$ cat src/rtl/nanov_pkg.sv
// nanov_pkg: shared constants, state type and helpers for the nanoV fetch stage
package nanov_pkg;
  localparam int DEF_ADDR_W = 24;
  localparam logic [7:0] SPI_CMD_READ = 8'h03;
  typedef enum logic [2:0] {IDLE, RESTART, CMD, ADDR, DATA, STALL} fetch_state_t;
  function automatic logic [31:0] bswap32(input logic [31:0] w);
    return {w[7:0], w[15:8], w[23:16], w[31:24]};
  endfunction
endpackage

$ cat src/rtl/nanov_instr_fetch_if.sv
// nanov_instr_fetch_if: core-side fetch handshake plus SPI flash pins
interface nanov_instr_fetch_if import nanov_pkg::*; #(parameter int ADDR_W = DEF_ADDR_W);
  logic              jump;
  logic [ADDR_W-1:0] jump_addr;
  logic [31:0]       instr;
  logic [ADDR_W-1:0] instr_addr;
  logic              instr_valid;
  logic              instr_ready;
  logic              spi_cs_n;
  logic              spi_clk;
  logic              spi_mosi;
  logic              spi_miso;
  modport master(input jump, jump_addr, instr_ready, spi_miso,
                 output instr, instr_addr, instr_valid, spi_cs_n, spi_clk, spi_mosi);
  modport slave(output jump, jump_addr, instr_ready, spi_miso,
                input instr, instr_addr, instr_valid, spi_cs_n, spi_clk, spi_mosi);
endinterface

$ cat src/rtl/nanov_spi_shifter.sv
// nanov_spi_shifter: SPI bit phase/counter, command+address shift-out, data shift-in
module nanov_spi_shifter import nanov_pkg::*; #(parameter int ADDR_W = DEF_ADDR_W) (
  input  logic              clk,
  input  logic              rst,
  input  logic              load,
  input  logic              en,
  input  logic              stall,
  input  logic [5:0]        last,
  input  logic [ADDR_W-1:0] load_addr,
  input  logic              miso,
  output logic              sclk,
  output logic              mosi,
  output logic              done,
  output logic [31:0]       word
);
  localparam int SW = 8 + ADDR_W;
  logic [SW-1:0] sout;
  logic [31:0]   sin;
  logic [5:0]    cnt;
  logic          step;
  assign step = en && !stall && sclk;
  assign done = step && cnt == last;
  assign mosi = sout[SW-1];
  // on the completing edge the last bit is still on miso, so fold it in
  assign word = bswap32(step ? {sin[30:0], miso} : sin);
  always_ff @(posedge clk or posedge rst)
    if (rst) begin
      sclk <= 1'b0;
      sout <= '0;
      sin  <= '0;
      cnt  <= '0;
    end else if (load) begin
      sclk <= 1'b0;
      sout <= {SPI_CMD_READ, load_addr};
      cnt  <= '0;
    end else if (en && !stall) begin
      sclk <= !sclk;
      if (sclk) begin
        sout <= {sout[SW-2:0], 1'b0};
        sin  <= {sin[30:0], miso};
        cnt  <= done ? '0 : cnt + 6'd1;
      end
    end
endmodule

$ cat src/rtl/nanov_instr_fetch.sv
// nanov_instr_fetch: SPI NOR READ-command instruction fetch with a one-word output
// register; the shifter keeps prefetching while that register is occupied.
module nanov_instr_fetch import nanov_pkg::*; #(parameter int ADDR_W = DEF_ADDR_W) (
  input  logic                clk,
  input  logic                rst,
  nanov_instr_fetch_if.master bus
);
  fetch_state_t      state, state_n;
  logic [ADDR_W-1:0] fetch_addr, jump_base;
  logic [31:0]       word;
  logic [5:0]        last;
  logic              done, hs, free, take, en, stall;
  assign jump_base = bus.jump_addr & ~ADDR_W'(3);
  assign hs        = bus.instr_valid && bus.instr_ready;
  assign free      = !bus.instr_valid || hs;
  always_comb begin
    en      = state inside {CMD, ADDR, DATA, STALL};
    stall   = state == STALL;
    last    = state == CMD ? 6'd7 : state == ADDR ? 6'(ADDR_W - 1) : 6'd31;
    take    = !bus.jump && free && ((state == DATA && done) || stall);
    state_n = bus.jump                      ? RESTART :
              state == RESTART              ? CMD     :
              state == CMD && done          ? ADDR    :
              state == ADDR && done         ? DATA    :
              state == DATA && done && !free ? STALL  :
              stall && free                 ? DATA    : state;
  end
  always_ff @(posedge clk or posedge rst)
    if (rst) state <= IDLE;
    else     state <= state_n;
  always_ff @(posedge clk or posedge rst)
    if (rst) begin
      bus.instr       <= '0;
      bus.instr_addr  <= '0;
      bus.instr_valid <= 1'b0;
      bus.spi_cs_n    <= 1'b1;
      fetch_addr      <= '0;
    end else begin
      bus.spi_cs_n <= state_n inside {IDLE, RESTART};
      if (bus.jump) begin
        bus.instr_valid <= 1'b0;
        fetch_addr      <= jump_base;
      end else if (take) begin
        bus.instr       <= word;
        bus.instr_addr  <= fetch_addr;
        bus.instr_valid <= 1'b1;
        fetch_addr      <= fetch_addr + ADDR_W'(4);
      end else if (hs) bus.instr_valid <= 1'b0;
    end
  nanov_spi_shifter #(.ADDR_W(ADDR_W)) u_shift (
    .clk(clk), .rst(rst), .load(bus.jump), .en(en), .stall(stall), .last(last),
    .load_addr(jump_base), .miso(bus.spi_miso), .sclk(bus.spi_clk), .mosi(bus.spi_mosi),
    .done(done), .word(word)
  );
endmodule
$ cat src/flat_wrapper.sv
// flat-port wrapper written by rule: the top's interface ports become plain ports
module nanov_instr_fetch_flat import nanov_pkg::*;
#(parameter int ADDR_W = DEF_ADDR_W)
  (clk, rst, bus_jump, bus_jump_addr, bus_instr_ready, bus_spi_miso, bus_instr, bus_instr_addr, bus_instr_valid, bus_spi_cs_n, bus_spi_clk, bus_spi_mosi);
  nanov_instr_fetch_if #(.ADDR_W(ADDR_W)) bus_i ();
  input  logic clk;
  input  logic rst;
  input wire logic [$bits(bus_i.jump)-1:0] bus_jump;
  input wire logic [$bits(bus_i.jump_addr)-1:0] bus_jump_addr;
  input wire logic [$bits(bus_i.instr_ready)-1:0] bus_instr_ready;
  input wire logic [$bits(bus_i.spi_miso)-1:0] bus_spi_miso;
  output wire logic [$bits(bus_i.instr)-1:0] bus_instr;
  output wire logic [$bits(bus_i.instr_addr)-1:0] bus_instr_addr;
  output wire logic [$bits(bus_i.instr_valid)-1:0] bus_instr_valid;
  output wire logic [$bits(bus_i.spi_cs_n)-1:0] bus_spi_cs_n;
  output wire logic [$bits(bus_i.spi_clk)-1:0] bus_spi_clk;
  output wire logic [$bits(bus_i.spi_mosi)-1:0] bus_spi_mosi;
  assign bus_i.jump = bus_jump;
  assign bus_i.jump_addr = bus_jump_addr;
  assign bus_i.instr_ready = bus_instr_ready;
  assign bus_i.spi_miso = bus_spi_miso;
  assign bus_instr = bus_i.instr;
  assign bus_instr_addr = bus_i.instr_addr;
  assign bus_instr_valid = bus_i.instr_valid;
  assign bus_spi_cs_n = bus_i.spi_cs_n;
  assign bus_spi_clk = bus_i.spi_clk;
  assign bus_spi_mosi = bus_i.spi_mosi;
  nanov_instr_fetch #(.ADDR_W(ADDR_W)) u_core (.clk(clk), .rst(rst), .bus(bus_i));
endmodule
$ cat config.mk
export PLATFORM = sky130hd
export DESIGN_NAME = nanov_instr_fetch_flat
export DESIGN_NICKNAME = d
export VERILOG_FILES = /design/src/rtl/nanov_pkg.sv /design/src/rtl/nanov_instr_fetch_if.sv /design/src/rtl/nanov_spi_shifter.sv /design/src/rtl/nanov_instr_fetch.sv /design/src/flat_wrapper.sv
export SDC_FILE = /design/constraint.sdc
export NUM_CORES = 1
export LEC_CHECK = 0
export ABC_AREA = 1
export CELL_PAD_IN_SITES_DETAIL_PLACEMENT = 1
export CELL_PAD_IN_SITES_GLOBAL_PLACEMENT = 1
export CORE_MARGIN = 2
export CORE_UTILIZATION = 38
export CTS_CLUSTER_SIZE = 25
export DETAILED_ROUTE_END_ITERATION = 10
export GPL_TIMING_DRIVEN = 0
export MAX_ROUTING_LAYER = met4
export PLACE_DENSITY = 0.88
export SYNTH_ARGS = -nofsm -noshare
export SYNTH_HDL_FRONTEND = slang
export SYNTH_SLANG_ARGS = --single-unit
$ cat constraint.sdc
create_clock -name clk -period 5.21 [get_ports clk]
set_input_delay 1.042 -clock clk [delete_from_list [all_inputs] [get_ports clk]]
set_output_delay 1.042 -clock clk [all_outputs]
set_load 0.05 [all_outputs]
==> results.cfg <==
[finish]
final_core_util_pct = 48.6
final_net_count = 950
multiInputGateArea_um2 = 2560
layout_cells_sized_above_1_pct = 6.87
fill_cells = 2122
layout-area-overhead-vs-synth_pct = 26.2
final_cell_area_um2 = 8670
sequential_cell_area_um2 = 3750

[die]
die_area_um2 = 19200
pin_count = 89
floorplan.die.height_um = 138
core.rowCount = 49
floorplan.die.width_um = 138
starting_density_pct = 38.5
placeableCoreArea_um2 = 17800

[global_routing]
grt_usage_pct = 24.2
grt_first_pass_wirelength_um = 35700
initial_antenna_violation_count = 1
vias_in_the_first_global_route = 6693
grt_max_degree = 99
globalRoute.totalOverflow = 0

[placement]
placement.io_buffers = 84
globalplace.congestion = 0.880
detailed_place.area_um2 = 8060
post-dp-hpwl_um = 14700

[detailed_routing]
drt_iter0_drc = 375
vias = 6179
detailedRoute.firstPassIterationCount = 4
post_drt_via_cell_ratio = 5.32
drt_drc_violations_left = 0
wl_um = 21800
post_drt_wl_per_cell_um = 18.8
detail-route-antenna-nets = 0

[yosys]
area_leader_netlist = dfrtp_1
synth.distinct_cells = 36
syn_inst = 813
synthesis.area_um2 = 6870
most_used_flip_flop_cell_after_synthesis = dfrtp_1
post-synth-top-area-fraction_pct = 54.3
async_flop_share_pct = 100
yosysWarnings = 0
synth.ff_latch_count = 150
postSynthAreaPerCell_um2 = 8.45
synth_edf_count = 0
seq_area_frac_synth_pct = 54.6
ys_top_cells_by_area = dfrtp_1, nand2_1, o21ai_0

[clock_network]
cts_root_buffer = clkbuf_16
cts_sinks = 150
cts_setup_buffers = 0
worstSkewPairLatency_ns = 0.44
clock_pin_slew_on_the_worst_setup_and_hold_paths_ns = 0.06
clock_tree_from_tritoncts = built
ctsHtreeMaxLevel = 4
cts-buffers-inserted = 17
clockBufferDepth = 2
cts_repair_resize_count = 0
cts_hold_buffers = 0

[job]
maxCapViolations = 0

[status]
outcome = finished, final reports clean

[power]
final_total_pwr_mw = 3.44
power_density_nw_per_um2 = 396
ir_drop_mv = 0.264
leakagePower_nw = 3.98

[sta]
slew_violations = 0
fin_crit_ns = 3.09
setup-tns-final_ns = 0
setup-violations-final = 0
max-slew-margin-rel_pct = 56.1
timing_hold_violations_final = 0
worstMarginPinSlew_ns = 0.658
fmax_mhz = 323
period_share_pct = 59.4
finalHoldWorstSlack_ns = 0.481
skew_ns = 0.00800
rsz0062_at_grt = no

[critical_path]
critPathRequiredTime_ns = 5.50
crit_fanout = 10
kind_of_launch_point_of_the_worst_setup_path = primary input
critical_path_arrival_ns = 3.38
timing_worst_setup_path_type = in -> reg
worstSetupEndpointType = flop

[worst_hold_path]
min-delay-path-class = reg -> reg
[cells in the final DEF, fill, tap and decap left out, types with 5 or more instances in the layout]
| cell | n |
|---|---|
| inv_1 | 86 |
| o21ai_0 | 119 |
| dfrtp_1 | 149 |
| nand2_1 | 217 |
| o22ai_1 | 8 |
| clkbuf_1 | 30 |
| clkdlybuf4s50_1 | 84 |
| nand4_1 | 16 |
| buf_2 | 6 |
| nand3_1 | 71 |
| o211ai_1 | 19 |
| nor2_1 | 33 |
| clkbuf_16 | 17 |
| o21ai_2 | 5 |
| xor2_1 | 10 |
| buf_6 | 5 |
| o21ai_1 | 6 |
[cell usage after synthesis, drive strengths merged, types with 2 or more instances]
cell type / instances
nand2: 221
dfrtp: 149
o21ai: 130
inv: 88
nand3: 73
nor2: 34
clkbuf: 29
o211ai: 19
buf: 16
nand4: 16
xor2: 10
o22ai: 8
or2: 3
a21oi: 2
a22oi: 2
a31oi: 2
ha: 2
nor3: 2
[flip-flops by register name, indices dropped and copies added (netlist names)]
register	cells
u_core.bus.instr	32
u_core.u_shift.sin	32
u_core.u_shift.sout	30
u_core.bus.instr_addr	22
u_core.fetch_addr	22
u_core.u_shift.cnt	6
u_core.state	3
u_core.bus.instr_valid	1
u_core.bus.spi_cs_n	1
u_core.u_shift.sclk	1
[layout make-up]
| class | instances | area share, % |
|---|---|---|
| tap | 229 | 3.30 |
| inverter | 89 | 3.91 |
| clock inverter | 12 | 1.76 |
| antenna | 1 | 0.0288 |
| timing repair buffer | 86 | 10.3 |
| buffer | 45 | 2.55 |
| clock buffer | 20 | 5.26 |
| sequential | 150 | 43.3 |
| multi-input combinational | 530 | 29.6 |
[power breakdown]
group          switching [mW]  internal, mW  leakage [nW]
registers               0.152          1.35          1.94
logic                   0.438         0.210          1.75
clock network           0.511         0.777         0.288
[through the flow]
stage | cells | setup slack, ns
3_3_place_gp | 1127 | -1.98
3_5_place_dp | 1129 | 1.75
5_1_grt | 1162 | 1.94
4_1_cts | 1161 | 2.12
6_report | 1162 | 2.12
2_1_floorplan | 814 | 0.133
[worst max-delay path, stage by stage]
cell and delay (ns):
clkdlybuf4s50_1 0.47, clkbuf_1 0.48, clkinv_1 0.42, nand2_1 0.26, inv_1 0.17, clkbuf_1 0.29, nand2_1 0.14, o211ai_1 0.12
[path summary, 6_finish.rpt]
| path | from | endpoint | slack [ns] | depth (start not counted) |
|---|---|---|---|---|
| hold reg to reg | u_core.bus.instr[5]$_DFFE_PP0P_ | u_core.bus.instr[5]$_DFFE_PP0P_ | 0.48 | 2 |
| hold / removal | u_core.bus.instr[5]$_DFFE_PP0P_ | u_core.bus.instr[5]$_DFFE_PP0P_ | 0.48 | 2 |
| max in group asynchronous | rst | u_core.bus.instr_addr[6]$_DFFE_PP0P_ | 3.46 | 4 |
| setup / recovery | bus_jump | u_core.u_shift.sout[14]$_DFFE_PP0P_ | 2.12 | 8 |
| setup reg to reg | u_core.state[1]$_DFF_PP0_ | u_core.u_shift.sin[27]$_DFFE_PP0P_ | 3.00 | 9 |
| min in group asynchronous | rst | u_core.bus.instr[20]$_DFFE_PP0P_ | 1.10 | 3 |
[layer usage]
| layer | share of wire, % | vias to the layer above | GRT usage, % |
|---|---|---|---|
| met5 | 0 | - | - |
| met4 | 2.9 | 0 | 10.4 |
| met3 | 3.7 | 44 | 4.05 |
| met2 | 51 | 152 | 40.1 |
| met1 | 43 | 3110 | 29.4 |
| li1 | - | 2873 | - |
[cell families after synthesis]
family,share of synthesized area (%)
AO/OA/AOI/OAI,13.5
XOR/XNOR,1.27
adder cells (fa/ha/maj),0.364
buffers and inverters,8.08
flip-flops,54.6
other,0.0546
AND/OR/NAND/NOR,22.1
Power figures use the tool's default switching activity.
==> variant: new RTL, same settings <==
Make the reset (`rst`) synchronous in 3 clocked blocks.
--- a/src/rtl/nanov_spi_shifter.sv
+++ b/src/rtl/nanov_spi_shifter.sv
@@ -25,3 +25,3 @@
   assign word = bswap32(step ? {sin[30:0], miso} : sin);
-  always_ff @(posedge clk or posedge rst)
+  always_ff @(posedge clk)
     if (rst) begin
--- a/src/rtl/nanov_instr_fetch.sv
+++ b/src/rtl/nanov_instr_fetch.sv
@@ -27,6 +27,6 @@
   end
-  always_ff @(posedge clk or posedge rst)
+  always_ff @(posedge clk)
     if (rst) state <= IDLE;
     else     state <= state_n;
-  always_ff @(posedge clk or posedge rst)
+  always_ff @(posedge clk)
     if (rst) begin
Formal check against the unedited RTL: differs if rst is asserted again (counterexample within 4 cycles, from zero or initial values and one cycle with rst high); with rst held inactive, the same outputs for 10 cycles.
==> variant against the unedited design <==
Final area shrank 5.1%; worst setup slack better by 0.42 ns; first-iteration DRC count rose by 25%; sequential cell count stayed put; synthesized area fell by 5.0%; synthesized cell count increased by 17%; wire length down 5.0%; count of clock-buffer cells in the layout is 3 higher.
Power is not compared: it rests on default switching activity, and its combinational part moved more than twofold at a synthesized area within 25%.
==> variant: results (changes against the unedited design) <==
Yosys
  • Async SR Flop Fraction: 0% (-100 points)
  • Cell variety after synth: 31 (-14%)
  • Multiplexer share of the synthesized area: 0% (unchanged)
  • Syn Area/Cell: 6.87 um^2 (-19%)
  • Top cells by count, synth: 312 x nand2_1, 150 x dfxtp_1, 136 x nor2_1
  • Area contributors post-synth: dfxtp_1 46%, nand2_1 18%, nor2_1 7.8%, a21oi_1 6.7%, o21ai_0 5.7%
  • Synth Area in Compound Gates: 15.8% (+2.3 points)
  • Post-synthesis xor/xnor area fraction: 1.74% (+0.47 points)
  • Adder-Cell Fraction of Synth Area: 0.383% (+0.019 points)
  • Sequential area share after synthesis: 46.0% (-8.6 points)
  • Yosys warns: 0 (unchanged)

Layout
  • Nets@finish: 1084 (+14%)
  • Share of layout cells above drive strength 1: 6.20% (-0.67 points)
  • Layout filler cell count: 2178 (+2.6%)
  • Biggest regs: u_core.bus.instr (32), u_core.u_shift.sin (32), u_core.u_shift.sout (30)
  • Area growth syn-to-layout: 26.1%
  • N_diodes: 0 (-1)

Global routing
  • Maximum number of pins on one net before global-route repair: 17 (-83%)
  • Overall Global Routing Usage: 24.4% (+0.18 points)
  • First-pass GRT wire length: 33900 um (-5.1%)
  • Number of global-route vias before repair: 6800 (+1.6%)
  • Initial antenna violation count: 0 (-1)

Placement
  • Worst slack at placement: 2.13 ns (+0.381 ns)
  • Port Buffers: 83 (-1.2%)
  • Global placement routability congestion: 0.905 (+2.9%)
  • # placed instances: 1254 (+11%)
  • DP Wirelength: 14900 um (+1.2%)

Status
  • Status: finished clean

Drt
  • DRT iter0 DRCs: 467 (+25%)
  • Vias per cell: 5.11 (-3.8%)
  • DRT Wirelength: 20700 um (-5.0%)
  • Mean routed wirelength per cell: 16.1 um (-14%)
  • Initial DRT Pass Iterations: 5 (+1)

Setup path
  • Max stage delay on crit path: 0.82 ns (+0.34 ns)
  • Crit-path leading delay family: buffers and inverters
  • Arrival @ worst endpoint: 1.64 ns (-1.74 ns)
  • Slowest CP cell: clkdlybuf4s50_1

Timing
  • Slew Limit Headroom: 58.9% (+2.7 points)
  • Worst Clk Skew: 0.0107 ns (+0.00274 ns)
[variant: changes by cell type after synthesis, moves of 12 or more]
cell,delta
dfrtp_1,-149
a31oi_1,+20
inv_1,-43
o211ai_1,-19
a21oi_1,+86
nand2_1,+95
nand4_1,-12
nor2_1,+103
o21ai_0,-44
nand3_1,-56
dfxtp_1,+150
[variant: kinds of logic after synthesis]
| kind of cell | after synthesis |
|---|---|
| XOR/XNOR | 13 |
| AO/OA/AOI/OAI | 194 |
| buffers and inverters | 106 |
| AND/OR/NAND/NOR | 484 |
| flip-flops | 150 |
| adder cells (fa/ha/maj) | 2 |
| other | 1 |
[variant: power by group through the flow]
stage / Combinational [mW] / Clock, mW / Sequential [mW]
after floorplan: 0.0854 / 0 / 1.21
after global placement: 0.138 / 0 / 1.21
after detailed placement: 0.143 / 0 / 1.21
after CTS: 0.145 / 1.28 / 1.19
after global routing: 0.160 / 1.32 / 1.19
final: 0.145 / 1.25 / 1.19
[variant: layout make-up]
type	count	area, um^2	area share (%)
Buffer	58	282	3.42
Clock buffer	23	468	5.69
Clock inverter	8	124	1.51
Inverter	48	180	2.19
Multi-Input combinational cell	695	3070	37.3
Sequential cell	150	3000	36.5
Tap cell	220	275	3.34
Timing Repair Buffer	83	831	10.1
[variant: metal layers]
metal	track usage [%]	part of all wire, %	up-vias
met5	-	0	-
met4	9.72	2.7	0
met3	4.39	3.5	43
met2	42.7	51	127
met1	27.5	43	3160
li1	-	-	3242
[variant: path summary, 6_finish.rpt]
check | endpoint | cells after the start | slack [ns] | start
setup reg to reg | u_core.bus.instr[23] | 11 | 3.01 | u_core.u_shift.cnt[0]
setup / recovery | bus_instr[31] | 1 | 2.53 | u_core.bus.instr[31]
hold reg to reg | u_core.u_shift.sout[24] | 2 | 0.46 | u_core.u_shift.sout[24]
hold / removal | u_core.u_shift.sout[24] | 2 | 0.46 | u_core.u_shift.sout[24]
[variant: through the flow]
step                area [um^2]  hold slack, ns  power (mW)
finish                     8230           0.463        2.59
global route               8230           0.497        2.67
CTS                        8230           0.464        2.61
detailed placement         7640           0.454        1.35
global placement           7640           0.444        1.35
floorplan                  6530           0.430        1.29
